--- src/rtl/rc5_pkg.sv ---
// Shared RC5 constants, FSM state encoding and key-word count helper.
package rc5_pkg;

    localparam logic [31:0] P32 = 32'hB7E15163;
    localparam logic [31:0] Q32 = 32'h9E3779B9;

    typedef enum logic [2:0] {
        IDLE,
        LOAD,
        INIT,
        MIX,
        DONE
    } state_t;

    // Number of w-bit words needed to hold a b-byte key, never less than one.
    function automatic int calc_c(input int b, input int w);
        int n;
        n = (8 * b + w - 1) / w;
        return (n < 1) ? 1 : n;
    endfunction

endpackage

--- src/rtl/rc5_rotl.sv ---
// Combinational barrel left-rotate, shared with the RC5 cipher datapath.
module rc5_rotl #(
    parameter int w = 32
) (
    input  logic [w-1:0]         x,
    input  logic [$clog2(w)-1:0] amt,
    output logic [w-1:0]         y
);

    logic [2*w-1:0] dbl;

    // Shifting a doubled copy leaves the rotated word in the upper half.
    always_comb begin
        dbl = {x, x} << amt;
        y   = dbl[2*w-1:w];
    end

endmodule

--- src/rtl/rc5_key_expand.sv ---
// RC5 key schedule: word-serial key load, S table init and 3-pass mix,
// then a combinational pair read port for the cipher/decipher datapath.
module rc5_key_expand
    import rc5_pkg::*;
#(
    parameter int w        = 32,
    parameter int r        = 12,
    parameter int b        = 16,
    parameter int t        = 2 * r + 2,
    parameter int c        = calc_c(b, w),
    parameter int t_length = $clog2(t)
) (
    input  logic                clk,
    input  logic                rst,
    input  logic [w-1:0]        key_word,
    input  logic                key_valid,
    output logic                key_ready,
    output logic                busy,
    output logic                ready,
    input  logic [t_length-1:0] S_address,
    output logic [w-1:0]        S_sub_i1,
    output logic [w-1:0]        S_sub_i2
);

    localparam int MIX_N = 3 * ((t > c) ? t : c);
    localparam int JW    = (c > 1) ? $clog2(c) : 1;
    localparam int KW    = $clog2(MIX_N);
    localparam int LG    = $clog2(w);

    localparam logic [t_length-1:0] I_LAST = t_length'(t - 1);
    localparam logic [t_length-1:0] I_ONE  = t_length'(1);
    localparam logic [t_length:0]   T_EXT  = (t_length + 1)'(t);
    localparam logic [JW-1:0]       J_LAST = JW'(c - 1);
    localparam logic [JW-1:0]       J_ONE  = JW'(1);
    localparam logic [KW-1:0]       K_LAST = KW'(MIX_N - 1);
    localparam logic [KW-1:0]       K_ONE  = KW'(1);

    state_t state, state_next;

    logic [t_length-1:0] i;
    logic [JW-1:0]       j;
    logic [KW-1:0]       k;
    logic [w-1:0]        a_reg, b_reg;
    logic [w-1:0]        s_mem [t];
    logic [w-1:0]        l_mem [c];

    logic                accept;
    logic [t_length-1:0] i_prev;
    logic [w-1:0]        init_val;
    logic [w-1:0]        a_sum, a_new, ab_sum, b_sum, b_new;
    logic [t_length-1:0] addr_next;
    logic                read_ok1, read_ok2;

    // ------------------------------------------------------------------
    // FSM
    // ------------------------------------------------------------------
    // NOTE: sequential state is assigned with <= so every register in the
    // design samples pre-edge values regardless of block ordering.
    always_ff @(posedge clk) begin
        if (!rst) state <= IDLE;
        else      state <= state_next;
    end

    // NOTE: every output of this block is given a default first, so no
    // path through the case leaves a signal unassigned and latches it.
    always_comb begin
        state_next = state;
        key_ready  = 1'b0;
        busy       = 1'b0;
        case (state)
            IDLE, LOAD, DONE: begin
                key_ready = 1'b1;
                if (key_valid) state_next = (j == J_LAST) ? INIT : LOAD;
            end
            INIT: begin
                busy = 1'b1;
                if (i == I_LAST) state_next = MIX;
            end
            MIX: begin
                busy = 1'b1;
                if (k == K_LAST) state_next = DONE;
            end
            default: state_next = IDLE;
        endcase
    end

    assign accept = key_valid && key_ready;

    // ------------------------------------------------------------------
    // Init and mix arithmetic
    // ------------------------------------------------------------------
    assign i_prev   = i - I_ONE;
    assign init_val = (i == '0) ? w'(P32) : s_mem[i_prev] + w'(Q32);
    assign a_sum    = s_mem[i] + a_reg + b_reg;
    assign ab_sum   = a_new + b_reg;
    assign b_sum    = l_mem[j] + ab_sum;

    rc5_rotl #(.w(w)) u_rotl_a (
        .x   (a_sum),
        .amt (LG'(3)),
        .y   (a_new)
    );

    rc5_rotl #(.w(w)) u_rotl_b (
        .x   (b_sum),
        .amt (ab_sum[LG-1:0]),
        .y   (b_new)
    );

    // ------------------------------------------------------------------
    // Counters, A/B registers and the ready level
    // ------------------------------------------------------------------
    always_ff @(posedge clk) begin
        if (!rst) begin
            i     <= '0;
            j     <= '0;
            k     <= '0;
            a_reg <= '0;
            b_reg <= '0;
            ready <= 1'b0;
        end else begin
            // Rises one edge after DONE is reached; a new key word drops it.
            ready <= (state == DONE) && !accept;
            case (state)
                IDLE, LOAD, DONE: begin
                    if (accept) begin
                        if (j == J_LAST) begin
                            j <= '0;
                            i <= '0;
                        end else begin
                            j <= j + J_ONE;
                        end
                    end
                end
                INIT: begin
                    if (i == I_LAST) begin
                        i     <= '0;
                        j     <= '0;
                        k     <= '0;
                        a_reg <= '0;
                        b_reg <= '0;
                    end else begin
                        i <= i + I_ONE;
                    end
                end
                MIX: begin
                    a_reg <= a_new;
                    b_reg <= b_new;
                    i     <= (i == I_LAST) ? '0 : i + I_ONE;
                    if (k == K_LAST) begin
                        // j restarts at L[0] so a rekey overwrites from the start.
                        j <= '0;
                        k <= '0;
                    end else begin
                        j <= (j == J_LAST) ? '0 : j + J_ONE;
                        k <= k + K_ONE;
                    end
                end
                default: ;
            endcase
        end
    end

    // NOTE: the S and L arrays are not reset; their contents are only
    // exposed after a full init/mix run, so plain RAM writes suffice.
    always_ff @(posedge clk) begin
        if (rst) begin
            if (accept)              l_mem[j] <= key_word;
            else if (state == MIX)   l_mem[j] <= b_new;
            if (state == INIT)       s_mem[i] <= init_val;
            else if (state == MIX)   s_mem[i] <= a_new;
        end
    end

    // ------------------------------------------------------------------
    // Pair read port, zero outside the table or while not ready
    // ------------------------------------------------------------------
    assign addr_next = S_address + I_ONE;
    assign read_ok1  = {1'b0, S_address} < T_EXT;
    assign read_ok2  = S_address < I_LAST;

    always_comb begin
        S_sub_i1 = '0;
        S_sub_i2 = '0;
        if (ready && read_ok1) S_sub_i1 = s_mem[S_address];
        if (ready && read_ok2) S_sub_i2 = s_mem[addr_next];
    end

endmodule

--- config.mk ---
export PLATFORM = sky130hd
export DESIGN_NAME = rc5_key_expand
export DESIGN_NICKNAME = d
export VERILOG_FILES = /design/src/rtl/rc5_pkg.sv /design/src/rtl/rc5_rotl.sv /design/src/rtl/rc5_key_expand.sv
export SDC_FILE = /design/constraint.sdc
export NUM_CORES = 2
export LEC_CHECK = 0
export BUFFER_PORTS_ARGS = -buffer_cell sky130_fd_sc_hd__buf_2
export CAP_MARGIN = 20
export CORE_MARGIN = 2
export CORE_UTILIZATION = 30
export CTS_BUF_LIST = sky130_fd_sc_hd__clkbuf_8 sky130_fd_sc_hd__clkbuf_16
export DETAILED_ROUTE_END_ITERATION = 16
export PLACE_DENSITY = 0.46
export RECOVER_POWER = 100
export SYNTH_ARGS = -nofsm -noshare
export SYNTH_HDL_FRONTEND = slang
export SYNTH_SLANG_ARGS = --single-unit
--- constraint.sdc ---
create_clock -name clk -period 19.8 [get_ports clk]
set_input_delay 3.96 -clock clk [delete_from_list [all_inputs] [get_ports clk]]
set_output_delay 3.96 -clock clk [all_outputs]
set_load 0.05 [all_outputs]
Word-level counts from Yosys, hierarchy flattened
Memories as Yosys holds them, arrays and structs flattened. A register that Yosys moved wholly into a read port is not among the register bits.
Cells that the tools add are included.
{"block": "word_totals", "reg_bits": 82, "mem_bits_rw": 960, "out_inout_bits": 67, "word_cells": 96, "memories": 2}
{"block": "op_classes", "add_sub_neg": 10, "n_lt_le_gt_ge": 2, "eq_ne": 12, "shift": 1, "muxes": 44, "bitwise": 2, "reduce_logical": 16}
{"name": "s_mem", "depth": 26, "width": 32, "rd": 4, "rd_ports_with_merged_regs": 1, "write_ports": 1, "line_no": "rc5_key_expand.sv:44", "source": "logic [w-1:0] s_mem [t];"}
{"name": "l_mem", "depth": 4, "width": 32, "rd": 1, "rd_ports_with_merged_regs": 1, "write_ports": 1, "line_no": "rc5_key_expand.sv:45", "source": "logic [w-1:0] l_mem [c];"}
{"op": "$mux W32", "count": 6}
{"op": "$add A32 B32 Y32", "count": 4}
{"op": "$pmux W32 S2", "count": 2}
{"op": "$shl A64 B5 Y64", "count": 1}
{"op": "$add A32 B32 Y32 const B", "count": 1}
{"op": "$mux W5", "count": 5}
{"op": "$mux W1", "count": 15}
{"op": "$mux W2", "count": 7}
{"op": "$mux W7", "count": 2}
{"op": "$pmux W7 S2", "count": 1}
{"op": "$add A5 B1 Y5 const B", "count": 2}
{"op": "$lt A5 B5 Y1 const B", "count": 2}
{"op": "$ne A2 B2 Y1 const B", "count": 5}
{"op": "$pmux W5 S2", "count": 1}
{"op": "$mux W3", "count": 3}
{"op": "$pmux W3 S3", "count": 1}
{"op": "$reduce_and A3 Y1", "count": 3}
{"op": "$add A7 B1 Y7 const B", "count": 1}
{"op": "$eq A7 B7 Y1 const B", "count": 1}
{"op": "$eq A3 B2 Y1 const B", "count": 2}
{"op": "$pmux W2 S3", "count": 1}
{"op": "$eq A5 B5 Y1 const B", "count": 1}
{"op": "$logic_not A5 Y1", "count": 1}
{"op": "$sub A5 B1 Y5 const B", "count": 1}
{"op": "other kinds (13)", "count": 18}

Depth between registers and ports, before layout
{"block": "depth", "depth_word": 8, "depth_mapped": 49, "ltp_nobuf": 44}

Hierarchy
Synthesis repeated with hierarchy kept, for this count alone.
{"block": "unflattened", "cells_unflattened": 4723, "area_unflattened_um2": 70438.8}
{"module": "rc5_key_expand", "n_inst": 1, "cells_each": 4491, "area_per_inst_um2": 66334.9, "seq_area_each_um2": 30609.4}
{"module": "rc5_rotl", "n_inst": 2, "cells_each": 116, "area_per_inst_um2": 2052.0, "seq_area_each_um2": 0.0}

Worst setup path after synthesis
No wires, ideal clock.
{"block": "synth_timing", "path_kind": "flip-flop to flip-flop", "from": "reg with a tool-made name", "to": "mem l_mem[0][21], data pin", "setup_ns": 0.297, "arrival_time_ns": 10.939, "setup_slack_ns": 8.564, "stages_incl_launch_ff": 46, "n_path_buf": 4, "synth_period_minus_slack_ns": 11.236, "cell_sequence": "dfxtp_1 clkbuf_1 clkbuf_1 buf_1 mux4_2 mux4_2 mux2_2 fa_1 ha_1 fa_1 a21o_1 a21oi_1 o21a_1 o21ai_0 nand4b_1 a311oi_1 o31ai_1 o21bai_1 [... 10 more ...] o21bai_1 a21oi_1 o21bai_1 a21oi_1 xnor2_1 ha_1 clkbuf_1 a21o_1 a21o_1 a21oi_1 o21ai_0 a31o_4 xor2_2 mux4_2 a211o_1 and3_1 o41ai_1 a211oi_1"}
{"element": "end: declaration", "line_no": "rc5_key_expand.sv:45"}

Worst setup path in the final report
{"block": "layout_timing", "from": "in S_address[2]", "to": "out S_sub_i1[21]"}
{"block": "layout_via", "elab_chain_len": 3, "elab_cells_between_ends": 4}
{"element": "start: declaration", "line_no": "rc5_key_expand.sv:20", "source": "input logic [t_length-1:0] S_address,"}
{"element": "branches (longest 2 deep; another with $mem_v2 Z26 W32)"}
{"element": "$mux W32 *", "line_no": "rc5_key_expand.sv:185", "source": "if (ready && read_ok1) S_sub_i1 = s_mem[S_address];"}
{"element": "end: declaration", "line_no": "rc5_key_expand.sv:21", "source": "output logic [w-1:0] S_sub_i1,"}
Every way passes the cells marked *.

==> impl_results.md <==
- Drt pass-1 iters: 6
- Critical Path Start: S_address[2]
- Mapped Cells: 4,959
- RePlAce Congestion: 0.925
- Register bit total from synthesis: 1,049
- Largest registers: s_mem: 832 flops, l_mem: 128 flops
- Final wirelength: 272 mm
- Postcts setup bufs: 0
- Number of flops mapped to enable cells by yosys: 960
- Max Freq: 58.5 MHz
- Root buffer cell: clkbuf_16
- Final HPWL DP: 165 mm
- Core area: 230,000 µm²
- Final Max Slew Viols: 1,379
- Antenna violations before repair: 10
- Sequential-to-total area share from yosys stat: 44.0%
- Critical path buffers and inverters: 3
- Largest cells by area after synthesis: edfxtp_1 (41%), mux4_2 (27%), mux2i_1 (4.6%)
- Async S/R FF share, synth: 0%
- Last element of the critical path: S_sub_i1[21]
- Filler cell count: 22,200
- Ports: 107
- Slowest library cell on the worst path: clkbuf_1
- Final hold violations: 0
- Relative slew slack: -236%
- First-pass GRT wire length: 382 mm
- Final TNS setup: 0 ps
- Final setup violation count: 0
- Placed Area: 73,700 µm²
- Drt drc: 0
- Max-Cap Viols: 57
- CP Cell Sequence: clkbuf_1, nand2b_1, clkbuf_1, o221ai_1, o22ai_1, a211oi_1, a21oi_1, nor2_1, clkbuf_1
- Most frequent CP cell: clkbuf_1
- Classification of the worst setup path: input pin to primary output
- R2R Setup Slk: 3730 ps
- Via count: 50,400
- Clock sink count: 1,049
- Clock latency on the worst-skew pair: 800 ps
- Total global-route track usage: 22.7%
- Crit path capture type: primary output
- Pin count of the biggest net entering global routing: 107
- Status: finished with violations
- Count leader, synth: edfxtp_1
- CTS buffer count: 134
- Maximum VDD drop: 59.8 µV
- Clock skew: 56.1 ps
- Die W: 485 µm
- Final Cell Area: 77,600 µm²
- Layout area overhead: 11.7%
- Die area: 236,000 µm²
- Core Util, Final: 33.7%
- Synth Cell Area: 69,500 µm²
- Cell count along the critical path: 9
- Min setup slack post-route: 2700 ps
- Req. time, crit path: 15,840 ps
- CP peak stage delay: 2860 ps
- Std cell rows: 176
- Family with the most delay on the worst path: buffers and inverters
- IO Port Bufs: 106
- WL/cell: 33.8 µm
- Initial core utilization: 30.2%
- CTS resizes: 0
- Largest register by flop count: s_mem
- Post-synth top cells: edfxtp_1 (960), mux4_2 (841), mux2i_1 (317)
- Violated checks: max-capacitance violations, max-slew violations
- CTS tree: built
- Synth warn: 0
- WP data arrival: 13,140 ps
- Avg Inst Size Synth: 14.0 µm²
- Post-synth top area cell: edfxtp_1
- Vias per inst: 6.25
- Syn nets: 5,137
- Leakage: 25.2 nW
- Total power: 5.79 mW
- Distinct cells, synth: 92
- Clock tree buffer depth: 3
- Initial drt markers: 6,457
- Layout cells sized above 1: 25.0%
- Synth Flop Type: edfxtp_1
- Worst hold path type: register to register
- # hold bufs at CTS: 0
- RSZ-0062 raised after global routing: no
- Yosys top cell area share: 41.5%
- Power per cell area: 74.5 nW/µm²
- Worst slew pin tran: 5030 ps
- Max reg flops: 832
- Minimum clock period: 17,100 ps
- R2R depth: 42
- Layout Nets: 5,104
- Final ANT Viol Nets: 0
- Grt total ovfl: 0
- Die height: 485 µm
- Post-Place Worst Slack: 6080 ps
- Nature of the critical path startpoint: input pin
- Crit path max fanout: 42
- Tcrit/Tclk final: 86.4%
- Number of global-route vias before repair: 48,500
- Crit Reg-Reg Endpoint: l_mem[1][27]
- H-Tree Depth: 4
- Reg clk slew, reported paths: 60 ps
[power breakdown]
part           total, mW  leakage (nW)  internal [mW]  switching (mW)
logic              0.845          13.3          0.326           0.519
clock network       2.53          2.28           1.48            1.04
registers           2.42          9.61           2.41         0.00902
[per-layer routing]
layer	wire length, µm	part of all wire [%]	vias to the layer above	global-route usage [%]
li1	-	-	20500	-
met1	113000	42	26500	31.5
met2	124000	46	2938	34.9
met3	25000	9.2	467	4.91
met4	9890	3.6	4	7.86
met5	32	0.012	-	0
[logic make-up (layout without fill, tap and decap cells)]
group | after synthesis | after routing | share of synthesized area (%)
xor+xnor | 123 | 123 | 1.59
other cells | 0 | 1 | 0
compound gates | 1053 | 1053 | 10.0
fa+ha+maj | 138 | 138 | 2.85
flops | 1049 | 1049 | 44.0
mux | 1205 | 1205 | 32.6
buf+inv | 472 | 548 | 2.77
simple gates | 919 | 919 | 6.15
[final cells by class]
cell class / count / area (µm²) / area share [%]
clock buffer: 137 / 3420 / 4.40
clock inverter: 108 / 1080 / 1.39
inverter: 58 / 218 / 0.280
multi-input combinational: 3438 / 37100 / 47.8
antenna: 1 / 2.50 / 0.00322
timing repair buffer: 245 / 1370 / 1.77
tap: 3026 / 3790 / 4.88
sequential: 1049 / 30600 / 39.4
[cells in the final DEF, fill, tap and decap left out, drive strengths merged, types with 50 or more instances in the layout]
master    n
a211oi  193
a21oi   285
buf     121
clkbuf  261
clkinv   56
dfxtp    89
edfxtp  960
ha      104
inv      87
mux2i   317
mux4    841
nand2   272
nand3    50
nor2    297
nor2b   124
o21ai   172
xnor2    76
[worst min-delay path by stage]
stage,depth (start not counted),startpoint,endpoint
6_report,2,a_reg[11],a_reg[11]
5_1_grt,2,a_reg[11],a_reg[11]
4_1_cts,2,a_reg[7],a_reg[7]
3_5_place_dp,2,a_reg[15],a_reg[15]
3_3_place_gp,2,a_reg[31],a_reg[31]
2_1_floorplan,1,k[5],k[5]
[per-stage QoR]
stage / hold slack (ps) / instances
after floorplan: 439 / 4959
after global placement: 456 / 7806
after detailed placement: 462 / 7809
after CTS: 471 / 8054
after global routing: 499 / 8062
final: 468 / 8062
[worst register-to-register path: cells and delay by family, from the launching register on]
family,cells,cell delay [ps]
DFF,1,930
buffers and inverters,1,2890
adders and majority gates,5,1970
xor gates and xnor gates,3,700
and+or+nand+nor,4,700
AOI/OAI and AO/OA,26,6770
muxes,3,1760
Note: power is estimated with default switching activity, not from simulation.
